File: config.mk
export PLATFORM = sky130hd
export DESIGN_NAME = spi_reg_bank
export DESIGN_NICKNAME = d
export VERILOG_FILES = /design/src/rtl/spi_reg_bank.sv
export SDC_FILE = /design/constraint.sdc
export NUM_CORES = 1
export LEC_CHECK = 0
export BUFFER_PORTS_ARGS = -buffer_cell sky130_fd_sc_hd__buf_4
export CORE_ASPECT_RATIO = 0.75
export CORE_MARGIN = 2
export CORE_UTILIZATION = 53
export DETAILED_ROUTE_END_ITERATION = 8
export PLACE_DENSITY = 0.91
export SLEW_MARGIN = 20
export SYNTH_ARGS = -nofsm -noshare
export SYNTH_HDL_FRONTEND = slang
export SYNTH_SLANG_ARGS = --single-unit
File: constraint.sdc
create_clock -name clk -period 2 [get_ports clk]
set_input_delay 0.3 -clock clk [delete_from_list [all_inputs] [get_ports clk]]
set_output_delay 0.3 -clock clk [all_outputs]
set_load 0.01 [all_outputs]
File: src/rtl/spi_reg_bank.sv
// Register bank behind the SPI slave: decodes transactions into an ID/scratch/error
// counter, a RW configuration array and a sampled RO status window.
module spi_reg_bank #(
  parameter int                 ADDRSZ    = 7,
  parameter int                 PAYLOAD   = 8,
  parameter int                 NCFG      = 16,
  parameter logic [ADDRSZ-1:0]  CFG_BASE  = 7'h10,
  parameter int                 NSTAT     = 8,
  parameter logic [ADDRSZ-1:0]  STAT_BASE = 7'h60,
  parameter logic [PAYLOAD-1:0] ID_VALUE  = 8'hA5,
  parameter logic [PAYLOAD-1:0] CFG_RESET = 8'h00
) (
  input  logic                     clk,
  input  logic                     reset,
  input  logic                     spi_start_flag,
  input  logic [ADDRSZ-1:0]        reg_addr,
  input  logic                     addr_valid,
  input  logic                     rw_out,
  input  logic [PAYLOAD-1:0]       wr_data,
  input  logic                     wr_data_valid,
  output logic [PAYLOAD-1:0]       read_data,
  output logic                     read_en,
  input  logic [NSTAT*PAYLOAD-1:0] status_in,
  output logic [NCFG*PAYLOAD-1:0]  cfg_regs,
  output logic                     cfg_wr_stb,
  output logic [ADDRSZ-1:0]        cfg_wr_addr,
  output logic [7:0]               err_cnt,
  output logic [1:0]               fsm_state_o
);

  // Handshake: there is no ready; the slave's addr_valid is a level framing the
  // transaction, wr_data_valid's rising edge marks the payload, and read_en/read_data
  // stay valid for the whole read so the slave can sample them at any later cycle.
  typedef enum logic [1:0] {IDLE = 2'd0, RD_HOLD = 2'd1, WR_WAIT = 2'd2, WR_DONE = 2'd3} state_t;

  localparam int CIW     = (NCFG  > 1) ? $clog2(NCFG)  : 1;
  localparam int SIW     = (NSTAT > 1) ? $clog2(NSTAT) : 1;
  localparam int CFG_END  = int'(CFG_BASE) + NCFG;
  localparam int STAT_END = int'(STAT_BASE) + NSTAT;
  localparam logic [ADDRSZ-1:0] A_ID      = ADDRSZ'(0);
  localparam logic [ADDRSZ-1:0] A_SCRATCH = ADDRSZ'(1);
  localparam logic [ADDRSZ-1:0] A_ERR     = ADDRSZ'(2);

  function automatic logic is_cfg(input logic [ADDRSZ-1:0] a);
    return (int'(a) >= int'(CFG_BASE)) && (int'(a) < CFG_END);
  endfunction

  function automatic logic is_stat(input logic [ADDRSZ-1:0] a);
    return (int'(a) >= int'(STAT_BASE)) && (int'(a) < STAT_END);
  endfunction

  state_t               state_q, state_d;
  logic                 av_q, wdv_q;
  logic [ADDRSZ-1:0]    addr_q, addr_d;
  logic [PAYLOAD-1:0]   rdata_q, rdata_d;
  logic                 ren_q, ren_d;
  logic                 stb_q, stb_d;
  logic [ADDRSZ-1:0]    waddr_q, waddr_d;
  logic [7:0]           err_q, err_d;
  logic [PAYLOAD-1:0]   scratch_q, scratch_d;
  logic [PAYLOAD-1:0]   cfg_q [NCFG];
  logic [PAYLOAD-1:0]   cfg_d [NCFG];
  logic [PAYLOAD-1:0]   stat_w [NSTAT];
  logic [PAYLOAD-1:0]   rd_mux;
  logic [CIW-1:0]       rd_cidx, wr_cidx;
  logic [SIW-1:0]       rd_sidx;
  logic                 av_rise, wdv_rise;

  assign av_rise  = addr_valid & ~av_q;
  assign wdv_rise = wr_data_valid & ~wdv_q;
  assign rd_cidx  = CIW'(reg_addr - CFG_BASE);
  assign rd_sidx  = SIW'(reg_addr - STAT_BASE);
  assign wr_cidx  = CIW'(addr_q - CFG_BASE);

  always_comb begin
    for (int k = 0; k < NSTAT; k++) stat_w[k] = status_in[k*PAYLOAD +: PAYLOAD];
    for (int k = 0; k < NCFG; k++) cfg_regs[k*PAYLOAD +: PAYLOAD] = cfg_q[k];
  end

  // Status is captured here only at the addr_valid rise, so later status changes
  // never disturb a read already in progress.
  always_comb begin
    rd_mux = '0;
    if (reg_addr == A_ID)           rd_mux = ID_VALUE;
    else if (reg_addr == A_SCRATCH) rd_mux = scratch_q;
    else if (reg_addr == A_ERR)     rd_mux = PAYLOAD'(err_q);
    else if (is_cfg(reg_addr))      rd_mux = cfg_q[rd_cidx];
    else if (is_stat(reg_addr))     rd_mux = stat_w[rd_sidx];
  end

  always_comb begin
    state_d   = state_q;
    addr_d    = addr_q;
    rdata_d   = rdata_q;
    ren_d     = ren_q;
    stb_d     = 1'b0;
    waddr_d   = waddr_q;
    err_d     = err_q;
    scratch_d = scratch_q;
    for (int k = 0; k < NCFG; k++) cfg_d[k] = cfg_q[k];
    if (spi_start_flag) begin
      state_d = IDLE;
      ren_d   = 1'b0;
      rdata_d = '0;
    end else begin
      case (state_q)
        IDLE: begin
          if (av_rise) begin
            addr_d = reg_addr;
            if (rw_out) begin
              rdata_d = rd_mux;
              ren_d   = 1'b1;
              state_d = RD_HOLD;
            end else begin
              state_d = WR_WAIT;
            end
          end
        end
        RD_HOLD: begin
          if (!addr_valid) begin
            rdata_d = '0;
            ren_d   = 1'b0;
            state_d = IDLE;
          end
        end
        WR_WAIT: begin
          if (wdv_rise) begin
            state_d = WR_DONE;
            if (addr_q == A_SCRATCH) begin
              scratch_d = wr_data;
              stb_d     = 1'b1;
              waddr_d   = addr_q;
            end else if (addr_q == A_ERR) begin
              err_d = '0;
            end else if (is_cfg(addr_q)) begin
              cfg_d[wr_cidx] = wr_data;
              stb_d          = 1'b1;
              waddr_d        = addr_q;
            end else if (err_q != 8'hFF) begin
              err_d = err_q + 8'd1;
            end
          end else if (!addr_valid) begin
            state_d = IDLE;
          end
        end
        WR_DONE: begin
          if (!addr_valid) state_d = IDLE;
        end
        default: state_d = IDLE;
      endcase
    end
  end

  always_ff @(posedge clk) begin
    // Edge trackers follow the pins even in reset, so a level still high when reset
    // releases is not mistaken for a fresh transaction.
    av_q  <= addr_valid;
    wdv_q <= wr_data_valid;
    if (!reset) begin
      state_q   <= IDLE;
      addr_q    <= '0;
      rdata_q   <= '0;
      ren_q     <= 1'b0;
      stb_q     <= 1'b0;
      waddr_q   <= '0;
      err_q     <= '0;
      scratch_q <= CFG_RESET;
      for (int k = 0; k < NCFG; k++) cfg_q[k] <= CFG_RESET;
    end else begin
      state_q   <= state_d;
      addr_q    <= addr_d;
      rdata_q   <= rdata_d;
      ren_q     <= ren_d;
      stb_q     <= stb_d;
      waddr_q   <= waddr_d;
      err_q     <= err_d;
      scratch_q <= scratch_d;
      for (int k = 0; k < NCFG; k++) cfg_q[k] <= cfg_d[k];
    end
  end

  assign read_data   = rdata_q;
  assign read_en     = ren_q;
  assign cfg_wr_stb  = stb_q;
  assign cfg_wr_addr = waddr_q;
  assign err_cnt     = err_q;
  assign fsm_state_o = state_q;

endmodule

==> results.toml <==
[synth]
yosysSeqAreaShare_pct = 40.9
synth_largest_area_cell = "dfxtp_1"
syn_nets = 951
ys.flop_type = "dfxtp_1"
yosys_warnings = 0
synthTopCellsByArea = "dfxtp_1 41%, mux2i_1 20%, mux4_2 6.4%, nor2_1 5.5%, nand2_1 2.5%"
ys_ff_latch = 172
synth.most_common_cell = "dfxtp_1"
syn_inst = 865
synthTopCellsByCount = "172 x dfxtp_1, 170 x mux2i_1, 123 x nor2_1, 56 x nand2_1, 37 x nand3_1"
synth_area_sq_um = 8430
synth_top_area_share_pct = 40.9
async_flop_share_pct = 0
syn_avg_cell_area_sq_um = 9.74
synth_cell_types = 57
synth_edf_count = 0

[route]
routed_wl_um = 30500
drc = 0
antenna_left = 0
dr.pass1.iters = 5
vias = 8389
first_iter_violations = 925
wl_per_cell_um = 22.8
viasPerCell = 6.27

[outcome]
status = "finished, violations left"
violations = "negative setup slack"

[pwr]
internal_power_uw = 5850
power_frac_clock_pct = 46.5
pwr-share-comb_pct = 8.8
power_per_cell_area_nw_per_um2 = 674
seqPwrFrac_pct = 44.7
power.share.switching_pct = 23.9
switchingPower_uw = 1840
peakVddDrop_uv = 598
leakage_uw = 0.00537

[hold_path]
hold_path_class = "in -> reg"

[floorplan]
die-area_sq_um = 16900
die_w_um = 150
rows = 39
die_y_um = 113
ios = 240
fp.coreArea_sq_um = 15400
initial_core_util_pct = 54.8

[cells_and_area]
drive_above_1_share_pct = 34.3
syn2layout_area_growth_pct = 35.5
nFillCells = 1047
diodes = 0
final_nets = 1206

[setup_path]
crit_path_cell_trace = "inv_1 -> nor2_1 -> and4_4 -> mux2i_1 -> nor2_1"
crit_path_frequent_cell = "nor2_1"
worst-path-max-fanout = 8
worst_setup_path_end_kind = "flip-flop"
cp_num_buf_inv = 1
start_kind = "flip-flop"
path_class = "reg -> reg"
cpMaxStageDelayCell = "nor2_1"
path_delay_family = "simple AND/OR/NAND/NOR gates"
max_stage_delay_ns = 0.55
cp.required_ns = 2.31
arrival_ns = 2.34

[sta]
fin_skew_ns = 0.0108
fin_ws_ns = -0.0299
holdWs_ns = 0.0290
rsz0062_at_grt = "yes"
period_needed_ns = 2.03
min_period_over_period_pct = 101
finalSetupTns_ns = -0.132
hold_viol = 0
finalSetupViolations = 8
tightest_slew_ns = 0.647
fmax_ghz = 0.493
slew_headroom_pct = 56.7
slew_viol_final = 0

[clock_tree]
cts_buffers = 17
cts_root_buf = "clkbuf_16"
cts.htree.levels = 4
clk_pin_slew_ns = 0.07
cts_sinks = 172
insertion_delay_ns = 0.43
cts_tree = "built"
clk_path_buf_depth = 2

[global_routing]
grt_pass1_vias = 8062
gr-total-overflow = 0
grt_start_max_net_pins = 82
grt.busiest_layer = "met2"
grtUsageMet3_pct = 9.56
antenna_found_initial = 0
grt_pass1_wl_um = 45300
met1_usage_pct = 45.4
gr-usage-met2_pct = 56.1
grt.total_usage_pct = 35.0

[placement]
port_buffers = 239
dp_hpwl_um = 21800
gp_congestion = 0.983

[run]
cap_violations = 0
[kinds of logic (layout without fill, tap and decap cells)]
logic type               Yosys count  after routing  share of synthesized area, %
AND/OR/NAND/NOR                  298            298                          18.0
XOR/XNOR                           5              5                         0.520
AO/OA/AOI/OAI                    119            119                          9.25
adder cells (fa/ha/maj)            1              1                         0.148
flip-flops                       172            172                          40.9
multiplexers                     194            194                          26.6
buffers and inverters             76            344                          4.65
[what timing repair did]
item,4_1_cts,5_1_grt
endpoints found under the setup margin,4,65
resized for setup,4,12
hold buffers,1,0
pin swaps,0,3
hold endpoints to repair,1,0
buffers inserted,0,3
[worst paths after layout]
check | slack, ns | start | cells past startpoint | to
min reg2reg | 0.46 | cfg_wr_addr[1]$_SDFFE_PN0P_ | 2 | cfg_wr_addr[1]$_SDFFE_PN0P_
min | 0.03 | addr_valid | 1 | av_q$_DFF_P_
max | -0.03 | addr_q[1]$_SDFFE_PN0P_ | 5 | cfg_q[11][1]$_SDFFE_PN0P_
max reg2reg | -0.03 | addr_q[1]$_SDFFE_PN0P_ | 5 | cfg_q[11][1]$_SDFFE_PN0P_
[power groups by stage]
stage	registers, uW	logic [uW]	clock network [uW]
finish	3440	677	3570
CTS	3440	656	3540
global route	3440	710	3700
global placement	3520	636	0
detailed placement	3520	647	0
floorplan	3520	333	0
[metrics by stage]
| step | area [sq um] | utilization, % | std cells | power (uW) | worst slack [ns] |
|---|---|---|---|---|---|
| finish | 11400 | 74.3 | 1338 | 7690 | -0.0299 |
| global route | 11400 | 74.3 | 1338 | 7850 | -0.0475 |
| CTS | 11300 | 73.8 | 1335 | 7640 | 0.00157 |
| detailed placement | 10700 | 69.5 | 1302 | 4170 | -0.168 |
| global placement | 10700 | 69.5 | 1302 | 4160 | -0.140 |
| floorplan | 8430 | - | 865 | 3850 | 0.157 |
[registers in the layout, summed over array words and instances (netlist names)]
| name | count |
|---|---|
| cfg_wr_stb | 1 |
| cfg_wr_addr | 7 |
| err_cnt | 8 |
| wdv_q | 1 |
| scratch_q | 8 |
| addr_q | 7 |
| av_q | 1 |
| fsm_state_o | 2 |
| read_en | 1 |
| read_data | 8 |
| cfg_q | 128 |
[per-layer routing]
metal	vias up	routed length (um)
met5	-	0
met4	0	1080
met3	123	3620
met2	648	14100
met1	3990	11600
li1	3628	-
[area by class of cell]
type | count | area (sq um) | share of cell area [%]
clock buffers | 21 | 480 | 4.21
clock inverters | 11 | 158 | 1.38
inverters | 11 | 42.5 | 0.373
multi-input cells | 617 | 4640 | 40.6
flip-flops and latches | 172 | 3450 | 30.2
well taps | 205 | 256 | 2.25
repair buffers | 301 | 2390 | 21.0
[cells in the final DEF, fill, tap and decap left out, types with 5 or more instances in the layout]
| master | instances |
|---|---|
| and3_1 | 12 |
| nand3_1 | 37 |
| inv_1 | 10 |
| nor2_1 | 122 |
| nor2b_1 | 13 |
| o21ai_0 | 31 |
| mux2i_1 | 170 |
| buf_12 | 10 |
| clkbuf_16 | 17 |
| mux4_2 | 24 |
| nand2_1 | 55 |
| a22oi_1 | 21 |
| a21oi_1 | 32 |
| a221oi_1 | 8 |
| xor2_1 | 5 |
| buf_4 | 288 |
| nand2b_1 | 9 |
| and2_1 | 8 |
| dfxtp_1 | 170 |
(Power assumes the default switching activity.)
